$ cat src/rtl/axi_pkg.sv
// Shared AXI read-path definitions: arbiter FSM states, response codes and small helpers.
package axi_pkg;

    // Arbiter phases: wait for a request, issue the address, stream the burst back.
    typedef enum logic [1:0] {
        StIdle = 2'd0,
        StAddr = 2'd1,
        StData = 2'd2
    } arb_state_e;

    // AXI read/write response encodings.
    localparam logic [1:0] OKAY   = 2'b00;
    localparam logic [1:0] EXOKAY = 2'b01;
    localparam logic [1:0] SLVERR = 2'b10;
    localparam logic [1:0] DECERR = 2'b11;

    // Turns a master index into a one-hot select vector.
    function automatic logic [1:0] grant_onehot(input logic idx);
        return idx ? 2'b10 : 2'b01;
    endfunction

endpackage

$ cat src/rtl/rr_arbiter_2.sv
// Two-requester round-robin decision: a lone requester wins, a tie goes to the master that
// was not granted last time.
module rr_arbiter_2 (
    input  logic [1:0] req,
    input  logic       last_grant,
    output logic       grant,
    output logic       valid
);

    // Pick the winner for the current request vector.
    always_comb begin
        valid = |req;
        grant = 1'b0;
        case (req)
            2'b01:   grant = 1'b0;
            2'b10:   grant = 1'b1;
            2'b11:   grant = ~last_grant;
            default: grant = 1'b0;
        endcase
    end

endmodule

$ cat src/rtl/axi_master_arbiter_r.sv
// Read-channel arbiter for two AXI masters sharing one downstream read port. One burst is in
// flight at a time; the grant is registered in IDLE and held until the last R beat is accepted.
module axi_master_arbiter_r
    import axi_pkg::*;
#(
    parameter int unsigned DATA_WIDTH = 32,
    parameter int unsigned ADDR_WIDTH = 32,
    parameter int unsigned ID_WIDTH   = 1,
    parameter int unsigned USER_WIDTH = 1
) (
    input  logic                  ACLK,
    input  logic                  ARESETn,

    // Master 0 read-address channel
    input  logic [ID_WIDTH-1:0]   m0_ARID,
    input  logic [ADDR_WIDTH-1:0] m0_ARADDR,
    input  logic [7:0]            m0_ARLEN,
    input  logic [2:0]            m0_ARSIZE,
    input  logic [1:0]            m0_ARBURST,
    input  logic                  m0_ARVALID,
    output logic                  m0_ARREADY,
    // Master 0 read-data channel
    output logic [ID_WIDTH-1:0]   m0_RID,
    output logic [DATA_WIDTH-1:0] m0_RDATA,
    output logic [1:0]            m0_RRESP,
    output logic                  m0_RLAST,
    output logic [USER_WIDTH-1:0] m0_RUSER,
    output logic                  m0_RVALID,
    input  logic                  m0_RREADY,

    // Master 1 read-address channel
    input  logic [ID_WIDTH-1:0]   m1_ARID,
    input  logic [ADDR_WIDTH-1:0] m1_ARADDR,
    input  logic [7:0]            m1_ARLEN,
    input  logic [2:0]            m1_ARSIZE,
    input  logic [1:0]            m1_ARBURST,
    input  logic                  m1_ARVALID,
    output logic                  m1_ARREADY,
    // Master 1 read-data channel
    output logic [ID_WIDTH-1:0]   m1_RID,
    output logic [DATA_WIDTH-1:0] m1_RDATA,
    output logic [1:0]            m1_RRESP,
    output logic                  m1_RLAST,
    output logic [USER_WIDTH-1:0] m1_RUSER,
    output logic                  m1_RVALID,
    input  logic                  m1_RREADY,

    // Shared downstream read-address channel
    output logic [ID_WIDTH-1:0]   s_ARID,
    output logic [ADDR_WIDTH-1:0] s_ARADDR,
    output logic [7:0]            s_ARLEN,
    output logic [2:0]            s_ARSIZE,
    output logic [1:0]            s_ARBURST,
    output logic                  s_ARVALID,
    input  logic                  s_ARREADY,
    // Shared downstream read-data channel
    input  logic [ID_WIDTH-1:0]   s_RID,
    input  logic [DATA_WIDTH-1:0] s_RDATA,
    input  logic [1:0]            s_RRESP,
    input  logic                  s_RLAST,
    input  logic [USER_WIDTH-1:0] s_RUSER,
    input  logic                  s_RVALID,
    output logic                  s_RREADY
);

    arb_state_e state_q, state_d;
    logic       grant_q, grant_d;
    logic       last_grant_q, last_grant_d;

    logic       arb_grant;
    logic       arb_valid;
    logic       in_addr;
    logic       in_data;
    logic [1:0] own;

    rr_arbiter_2 u_rr_arbiter_2 (
        .req        ({m1_ARVALID, m0_ARVALID}),
        .last_grant (last_grant_q),
        .grant      (arb_grant),
        .valid      (arb_valid)
    );

    // State, grant and round-robin history; reset leaves master 0 as the first tie winner.
    always_ff @(posedge ACLK or negedge ARESETn) begin
        if (!ARESETn) begin
            state_q      <= StIdle;
            grant_q      <= 1'b0;
            last_grant_q <= 1'b1;
        end else begin
            state_q      <= state_d;
            grant_q      <= grant_d;
            last_grant_q <= last_grant_d;
        end
    end

    // Next-state: arbitrate only in IDLE, then follow the AR and final R handshakes.
    always_comb begin
        state_d      = state_q;
        grant_d      = grant_q;
        last_grant_d = last_grant_q;
        unique case (state_q)
            StIdle: begin
                if (arb_valid) begin
                    grant_d      = arb_grant;
                    last_grant_d = arb_grant;
                    state_d      = StAddr;
                end
            end
            StAddr: begin
                if (s_ARVALID && s_ARREADY) begin
                    state_d = StData;
                end
            end
            StData: begin
                // Intermediate beats leave the state alone; only the last beat ends the burst.
                if (s_RVALID && s_RREADY && s_RLAST) begin
                    state_d = StIdle;
                end
            end
            default: state_d = StIdle;
        endcase
    end

    // Phase qualifiers and one-hot owner select shared by both routing blocks.
    always_comb begin
        in_addr = (state_q == StAddr);
        in_data = (state_q == StData);
        own     = grant_onehot(grant_q);
    end

    // Read-address routing: granted master drives the slave port during ADDR only.
    always_comb begin
        s_ARID     = '0;
        s_ARADDR   = '0;
        s_ARLEN    = '0;
        s_ARSIZE   = '0;
        s_ARBURST  = '0;
        s_ARVALID  = 1'b0;
        m0_ARREADY = 1'b0;
        m1_ARREADY = 1'b0;
        if (in_addr) begin
            if (own[1]) begin
                s_ARID     = m1_ARID;
                s_ARADDR   = m1_ARADDR;
                s_ARLEN    = m1_ARLEN;
                s_ARSIZE   = m1_ARSIZE;
                s_ARBURST  = m1_ARBURST;
                s_ARVALID  = m1_ARVALID;
                m1_ARREADY = s_ARREADY;
            end else begin
                s_ARID     = m0_ARID;
                s_ARADDR   = m0_ARADDR;
                s_ARLEN    = m0_ARLEN;
                s_ARSIZE   = m0_ARSIZE;
                s_ARBURST  = m0_ARBURST;
                s_ARVALID  = m0_ARVALID;
                m0_ARREADY = s_ARREADY;
            end
        end
    end

    // Read-data routing: slave beats reach only the granted master during DATA; others see 0.
    always_comb begin
        m0_RID    = '0;
        m0_RDATA  = '0;
        m0_RRESP  = '0;
        m0_RLAST  = 1'b0;
        m0_RUSER  = '0;
        m0_RVALID = 1'b0;
        m1_RID    = '0;
        m1_RDATA  = '0;
        m1_RRESP  = '0;
        m1_RLAST  = 1'b0;
        m1_RUSER  = '0;
        m1_RVALID = 1'b0;
        s_RREADY  = 1'b0;
        if (in_data) begin
            if (own[1]) begin
                m1_RID    = s_RID;
                m1_RDATA  = s_RDATA;
                m1_RRESP  = s_RRESP;
                m1_RLAST  = s_RLAST;
                m1_RUSER  = s_RUSER;
                m1_RVALID = s_RVALID;
                s_RREADY  = m1_RREADY;
            end else begin
                m0_RID    = s_RID;
                m0_RDATA  = s_RDATA;
                m0_RRESP  = s_RRESP;
                m0_RLAST  = s_RLAST;
                m0_RUSER  = s_RUSER;
                m0_RVALID = s_RVALID;
                s_RREADY  = m0_RREADY;
            end
        end
    end

endmodule
$ cat config.mk
export PLATFORM = sky130hd
export DESIGN_NAME = axi_master_arbiter_r
export DESIGN_NICKNAME = d
export VERILOG_FILES = /design/src/rtl/axi_pkg.sv /design/src/rtl/rr_arbiter_2.sv /design/src/rtl/axi_master_arbiter_r.sv
export SDC_FILE = /design/constraint.sdc
export NUM_CORES = 1
export LEC_CHECK = 0
export BUFFER_PORTS_ARGS = -buffer_cell sky130_fd_sc_hd__clkbuf_2
export CAP_MARGIN = 20
export CORE_AREA = 8 8 95 97
export CTS_CLUSTER_DIAMETER = 150
export CTS_CLUSTER_SIZE = 8
export DETAILED_ROUTE_END_ITERATION = 12
export DIE_AREA = 0 0 103 105
export PLACE_DENSITY = 0.62
export SYNTH_ARGS = -nofsm -noshare
export SYNTH_HDL_FRONTEND = slang
export SYNTH_SLANG_ARGS = --single-unit
$ cat constraint.sdc
create_clock -name ACLK -period 1.5 [get_ports ACLK]
set_input_delay 0.15 -clock ACLK [delete_from_list [all_inputs] [get_ports ACLK]]
set_output_delay 0.15 -clock ACLK [all_outputs]
set_load 0.03 [all_outputs]
; ---- Word-level counts from Yosys, hierarchy flattened
; Index checks and enable logic that the tools add are counted.
[op_classes]
n_addsub = 0
n_mul = 0
div_mod_pow = 0
order_cmp = 0
eq_ne = 7
shift = 0
n_mux = 48
bitwise_logic = 1
reduce_logical = 7
[ops]
columns = op, count
row1 = $mux W32, 6
row2 = $mux W1, 26
row3 = $mux W2, 10
row4 = $mux W8, 2
row5 = $eq A2 B2 Y1 const B, 3
row6 = $mux W3, 2
row7 = $pmux W2 S3, 1
row8 = $ne A2 B1 Y1 const B, 2
row9 = $logic_and A1 B1 Y1, 3
row10 = $reduce_and A3 Y1, 1
row11 = $eq A2 B1 Y1 const B, 1
row12 = $logic_not A2 Y1, 1
row13 = $ne A2 B2 Y1 const B, 1
row14 = $pmux W1 S2, 1
row15 = $reduce_and A2 Y1, 1
row16 = $reduce_or A2 Y1, 1
row17 = $not A1 Y1, 1
[word_totals]
ff_bits = 4
latch_bits = 0
ramBits = 0
mem_bits_ro = 0
inputBits = 137
out_inout_bits = 126
elab_cells = 66
mem_count = 0

; ---- Logic depth before layout (Yosys ltp)
; Gate-level depths: netlist of the first run.
[logic_depth]
ltp_word = 7
ltp_mapped = 6
depth_no_buf = 3

; ---- Modules after synthesis
; A second synthesis of the first run with hierarchy kept.
[hier_totals]
hier_cells = 215
area_unflattened_um2 = 1535.2
[by_module_without_submodules]
columns = module, n_inst, cells_per_inst, area_per_inst_um2
row1 = axi_master_arbiter_r, 1, 213, 1521.5
row2 = rr_arbiter_2, 1, 2, 13.8

; ---- Least setup slack after synthesis of the first run
; No wires, ideal clock.
[synth_path]
kind = register -> output
from = reg state_q[1]
to = out m1_ARREADY
arrival_time_ns = 1.508
slack_ns = -0.158
path_stages_with_launch = 5
n_path_buf = 2
cell_sequence = dfrtp_1 nand2b_1 buf_2 buf_2 nor3_1
[synth_between]
elab_chain_cells = 2
[synth_rtl]
columns = element, line_no
row1 = "start, declared", axi_master_arbiter_r.sv:66  ; arb_state_e state_q, state_d;
row2 = "start signal, assigned", axi_master_arbiter_r.sv:86  ; state_q <= StIdle;
row3 = "start signal, assigned", axi_master_arbiter_r.sv:90  ; state_q <= state_d;
row4 = $eq A2 B1 Y1, axi_master_arbiter_r.sv:126  ; in_addr = (state_q == StAddr);
row5 = $mux W1, axi_master_arbiter_r.sv:141  ; if (in_addr) begin
row6 = "end, declared", axi_master_arbiter_r.sv:38  ; output logic m1_ARREADY,
; No other way between the ends.

; ---- Final worst setup path of the first run
[layout_path]
from = reg grant_q
to = out m1_RDATA[27]
[layout_between]
elab_chain_cells = 3
[layout_rtl]
columns = element, line_no
row1 = "start, declared", axi_master_arbiter_r.sv:67  ; logic grant_q, grant_d;
row2 = "start signal, assigned", axi_master_arbiter_r.sv:91  ; grant_q <= grant_d;
row3 = $mux W2, axi_pkg.sv:19  ; return idx ? 2'b10 : 2'b01;
row4 = $mux W32, axi_master_arbiter_r.sv:178  ; if (own[1]) begin
row5 = $mux W32, axi_master_arbiter_r.sv:177  ; if (in_data) begin
row6 = "end, declared", axi_master_arbiter_r.sv:41  ; output logic [DATA_WIDTH-1:0] m1_RDATA,
; No other way between the ends.

==> results of run 1 <==
layer usage:
layer | up-vias | wire (microns) | GRT usage [%]
met1 | 1183 | 3720 | 16.5
met2 | 173 | 5890 | 33.7
met4 | 0 | 133 | 3.00
met3 | 10 | 1340 | 5.64
met5 | - | 0 | 0
li1 | 1250 | - | -
stage by stage:
step	cells	utilization, %	instance area (sq um)	hold WS [ns]	TNS [ns]
after floorplan	216	-	1540	-0.146	0
after global placement	568	38.9	2930	-0.0368	0
after detailed placement	568	38.9	2930	-0.0362	0
after CTS	584	51.2	3850	0.156	-8.81
after global routing	593	55.5	4180	0.172	-15.83
final	593	55.5	4180	0.157	-10.89
power by group through the flow:
stage / Combinational, mW / Clock, mW / Sequential, mW
global placement: 4.71 / 0 / 0.254
global route: 6.49 / 0.261 / 0.222
floorplan: 3.50 / 0 / 0.217
detailed placement: 4.74 / 0 / 0.255
finish: 6.17 / 0.250 / 0.219
CTS: 5.74 / 0.251 / 0.212
final cells by class:
cell class	count	share of cell area (%)
sequential	4	2.46
timing repair buffer	291	60.4
inverter	2	0.240
multi-input combinational	190	32.7
clock buffer	4	1.08
tap	102	3.05
timing repair:
item | in CTS | in global routing
buffers inserted | 8 | 2
resized for setup | 184 | 129
endpoints found under the setup margin | 124 | 126
pin swaps | 2 | 25
hold buffers | 1 | 0
gates cloned | 3 | 7
endpoints found under the hold margin | 4 | 0
critical path: cells and delay by family, from the launching register on:
| family | cells | cell delay (ns) |
|---|---|---|
| flip-flops | 1 | 0.38 |
| buffers and inverters | 5 | 0.59 |
| AND/OR/NAND/NOR | 2 | 0.29 |
flip-flops by register name (all words and copies together), names as in the netlist:
register / cells
grant_q: 1
last_grant_q: 1
state_q: 2
cells in the final DEF (no fill, tap or decap), types with 2 or more instances in the layout:
master	netlist	final
mux2i_1	47	46
buf_16	0	2
buf_4	3	30
dfrtp_1	3	2
and2_1	76	42
nand2_1	4	4
nor2_1	49	49
and2_4	0	34
buf_8	0	34
clkbuf_4	0	21
buf_2	6	8
clkbuf_2	2	138
buf_6	9	12
buf_12	0	6
clkbuf_8	0	38
clkbuf_16	0	4
worst max path at each step:
stage                     startpoint           end  slack, ns  cells after the start
after floorplan           state_q[1]    m0_ARREADY       0.04                      4
after detailed placement     grant_q    s_ARLEN[7]       0.09                      4
after global routing      state_q[1]  m1_RDATA[27]      -0.17                      7
after global placement       grant_q    s_ARLEN[7]       0.08                      4
final                        grant_q  m1_RDATA[27]      -0.15                      7
after CTS                    grant_q     s_ARVALID      -0.11                      5
cell families after synthesis:
group | Yosys count | share of synthesized area [%]
buffers and inverters | 22 | 11.2
muxes | 48 | 31.6
AOI/OAI and AO/OA | 5 | 2.77
and+or+nand+nor | 137 | 47.9
DFF | 4 | 6.60
==> flow_summary.yaml, run 1 <==
timing:
  setup_violations: 118
  post-route-period-util_pct: 110
  setup_slack_ns: -0.146
  worst_slew_pin_slew_ns: 0.279
  hold_viol_final: 0
  relSlewSlack_pct: 81.3
  layout_min_cycle_time_ns: 1.65
  skew_ns: 0.00744
  drv_slew: 0
  rsz0062_at_grt: "true"
  fmax_mhz: 608
clock_network:
  cts_sinks: 4
  htreeDepth: 1
  cts-buffers-inserted: 3
  cts_tree: "built"
  cts.clk_slew.worst_paths_ns: 0.04
  cts-root-buf: "clkbuf_8"
  clk_latency_ns: 0.22
  clock_path_buffers: 2
global_route:
  grt_max_degree: 47
  antenna_found_initial: 0
  grt_pass1_vias: 2821
  grt_pass1_wl_mm: 14.9
  grt_usage_pct: 17.1
  grt_overflow_total: 0
pwr:
  p_sw_mw: 3.58
  comb_power_share_pct: 92.9
  pwr-share-seq_pct: 3.3
  p_per_area_mw_per_mm2: 1590
  clkPwrFrac_pct: 3.8
  peakVddDrop_uv: 1280
  power_mw: 6.64
  switching_share_pct: 54.0
  power_leakage_nw: 2.30
  p_int_mw: 3.05
yosys:
  yosysMostFrequentCell: "and2_1"
  netlist_top_cells_count: "and2_1, nor2_1, mux2i_1"
  yosys_warnings: 0
  yosys.area.top_type: "and2_1"
  syn_nets: 353
  synthArstFlopShare_pct: 100
  synth_area_leaders: "and2_1, mux2i_1, nor2_1"
  synth_top_cell_area_share_pct: 30.9
  synth_area_per_cell_sq_um: 7.11
  syn-cell-area_sq_mm: 0.00154
  synth_cell_types: 24
  yosysSeqAreaShare_pct: 6.60
  ys_ff_latch: 4
  synth_edf_count: 0
  syn_inst: 216
  synthFlopType: "dfrtp_1"
routing:
  drtIter0Drc: 63
  drc_errors: 0
  wire_per_inst_microns: 18.7
  final_antenna_net_count: 0
  dr_total_vias: 2616
  firstDrtPassIters: 4
  wl_mm: 11.1
  vias_per_cell: 4.41
floorplanning:
  rows: 32
  initial_core_util_pct: 20.4
  die_h_microns: 105
  dieArea_sq_mm: 0.0108
  coreArea_sq_mm: 0.00753
  ios: 263
  die_x_microns: 103
worst_setup_path:
  r2r_slack_ns: 0.09
  reg2reg_depth: 5
  slowest_stage: "dfrtp_2"
  r2r_end: "state_q[0]"
  critPathArrivalTime_ns: 1.50
  endpoint_kind: "primary output"
  crit_path_max_incr_delay_ns: 0.38
  r2r_start: "grant_q"
  cp_data_required_time_ns: 1.35
  cp-start-kind: "register"
  path_class: "register to primary output"
  critical_path.max_fanout: 7
  crit_chain: "buf_4, inv_4, nor2_4, buf_12, buf_6, and2_1, clkbuf_8"
layout:
  multiInputGateArea_sq_mm: 0.00137
  area_delta_synth_final_pct: 172
  fill_cells: 637
  diodes: 0
  final_nets: 629
  drive_above_1_share_pct: 69.2
  seqCellArea_sq_um: 103
outcome:
  status: "complete, but fails checks"
  violations: "setup timing"
placed_design:
  place.gp.congestion: 0.789
  portBuffers: 262
  place_ws_ns: 0.0868
  post-dp-hpwl_mm: 7.51
min_path:
  hold_path.class: "primary input to register"
  holdPathEnd: "last_grant_q"
  hold_depth: 2
  min_from: "m0_ARVALID"
flow_run:
  maxCapViolCount: 0
Note: power is estimated with default switching activity, not from simulation.
==> run 2, diff against run 1 <==
clock period = 1.7 ns   (was 1.5 ns; I/O delays follow)
==> flow_summary.yaml, run 2 (same netlist as run 1, synthesis figures left out) <==
timing:
  tns_ns: 0
  skew_ns: 0.00336
  rsz0062_at_grt: "true"
  hold_viol_final: 0
  setup_violations: 0
  fmax_mhz: 596
  relSlewSlack_pct: 81.3
  layout_min_cycle_time_ns: 1.68
  worst_slew_pin_slew_ns: 0.279
  post-route-period-util_pct: 98.6
  drv_slew: 0
routing:
  wl_met2_mm: 5.15
  dr_total_vias: 2463
  wl_mm: 9.56
  wl_met3_mm: 1.18
  m1WireLength_mm: 3.13
  firstDrtPassIters: 4
  top_layer_used: "met4"
  final_antenna_net_count: 0
  wire_per_inst_microns: 16.5
  drtIter0Drc: 44
  drc_errors: 0
  vias_per_cell: 4.25
min_path:
  holdPathEnd: "last_grant_q"
  hold_depth: 2
  min_from: "m0_ARVALID"
  hold_path.class: "primary input to register"
outcome:
  status: "finished clean"
floorplanning:
  die_x_microns: 103
  dieArea_sq_mm: 0.0108
  ios: 263
  rows: 32
  die_h_microns: 105
  initial_core_util_pct: 20.4
  coreArea_sq_mm: 0.00753
worst_setup_path:
  crit_chain: "buf_4, mux2_4, nor2b_1, buf_2"
  critical_path.max_fanout: 7
  crit_family: "flip-flops"
  reg2reg_depth: 3
  cp-start-kind: "register"
  path_class: "register to primary output"
  r2r_end: "state_q[0]"
  slowest_stage: "dfrtp_2"
  crit_path_max_incr_delay_ns: 0.52
  endpoint_kind: "primary output"
  cp_num_buf_inv: 2
  critPathArrivalTime_ns: 1.51
  cp_data_required_time_ns: 1.53
  r2r_slack_ns: 0.36
  r2r_start: "grant_q"
clock_network:
  cts_tree: "built"
  htreeDepth: 1
  cts-root-buf: "clkbuf_8"
  cts.clk_slew.worst_paths_ns: 0.03
  cts-buffers-inserted: 3
  cts_sinks: 4
  clock_path_buffers: 2
  clk_latency_ns: 0.21
layout:
  fin_util_pct: 45.0
  top_regs: "state_q (2), grant_q (1), last_grant_q (1)"
  final_nets: 616
  diodes: 0
  finalInstanceArea_sq_mm: 0.00339
  final_common_cell: "clkbuf_2"
  layout_common_cells: "clkbuf_2, and2_1, nor2_1"
  regMostFlops: "state_q"
  drive_above_1_share_pct: 64.0
  largest_reg_flops: 2
  area_delta_synth_final_pct: 121
global_route:
  antenna_found_initial: 0
  grt_pass1_wl_mm: 12.5
  grt_max_degree: 46
  grt_pass1_vias: 2532
  grt_overflow_total: 0
  grt_usage_pct: 14.1
pwr:
  p_per_area_mw_per_mm2: 1470
  power_leakage_nw: 2.04
  peakVddDrop_uv: 1190
  power_mw: 4.98
placed_design:
  portBuffers: 262
  post-dp-hpwl_mm: 7.64
  dpl-instance-area_sq_mm: 0.00290
  place.gp.congestion: 0.798
flow_run:
  maxCapViolCount: 0
run 2: routing by layer:
layer  track usage (%)  up-vias
met3              5.18        6
li1                  -     1222
met5                 0        -
met2              28.8      160
met1              12.9     1075
met4              1.03        0
run 2: how the worst max path moves through the flow:
stage / startpoint / to / cells past startpoint
after floorplan: state_q[1] / m1_ARREADY / 4
after global placement: grant_q / s_ARBURST[1] / 4
after detailed placement: grant_q / s_ARBURST[1] / 4
after CTS: grant_q / s_ARSIZE[2] / 4
after global routing: grant_q / m1_RDATA[12] / 6
final: grant_q / s_ARVALID / 4
run 2: what timing repair did:
item / in CTS / in global routing
endpoints found under the setup margin: 4 / 112
hold buffers: 1 / 0
pin swaps: 0 / 4
hold endpoints to repair: 4 / 0
buffers inserted: 0 / 5
resized for setup: 5 / 169
gates cloned: 1 / 5
run 2: final cells by class:
type	count	area [sq um]
Clock buffer	4	45.0
Sequential cell	4	104
Inverter	2	7.51
Timing Repair Buffer	278	1770
Fill cell	743	4140
Tap cell	102	128
Multi-Input combinational cell	190	1330
run 2: per-stage QoR:
step,hold slack (ns),worst slack (ns),cells
after detailed placement,-0.0108,0.0764,564
final,0.185,0.0233,580
after global routing,0.190,-0.0385,580
after floorplan,-0.126,0.0219,216
after CTS,0.183,-0.0163,570
after global placement,-0.0175,0.0715,564
run 2: report_power, final:
group / switching (mW) / internal, mW / leakage, nW / total, mW
combinational: 2.86 / 1.67 / 1.98 / 4.52
sequential: 0.0902 / 0.156 / 0.0448 / 0.246
clock: 0.0477 / 0.160 / 0.0228 / 0.208
total: 2.99 / 1.98 / 2.04 / 4.98
run 2: worst register-to-register path, stage by stage (launching register included):
cell and delay [ns]:
dfrtp_2 0.52, buf_4 0.17, mux2_4 0.30, a311oi_2 0.25
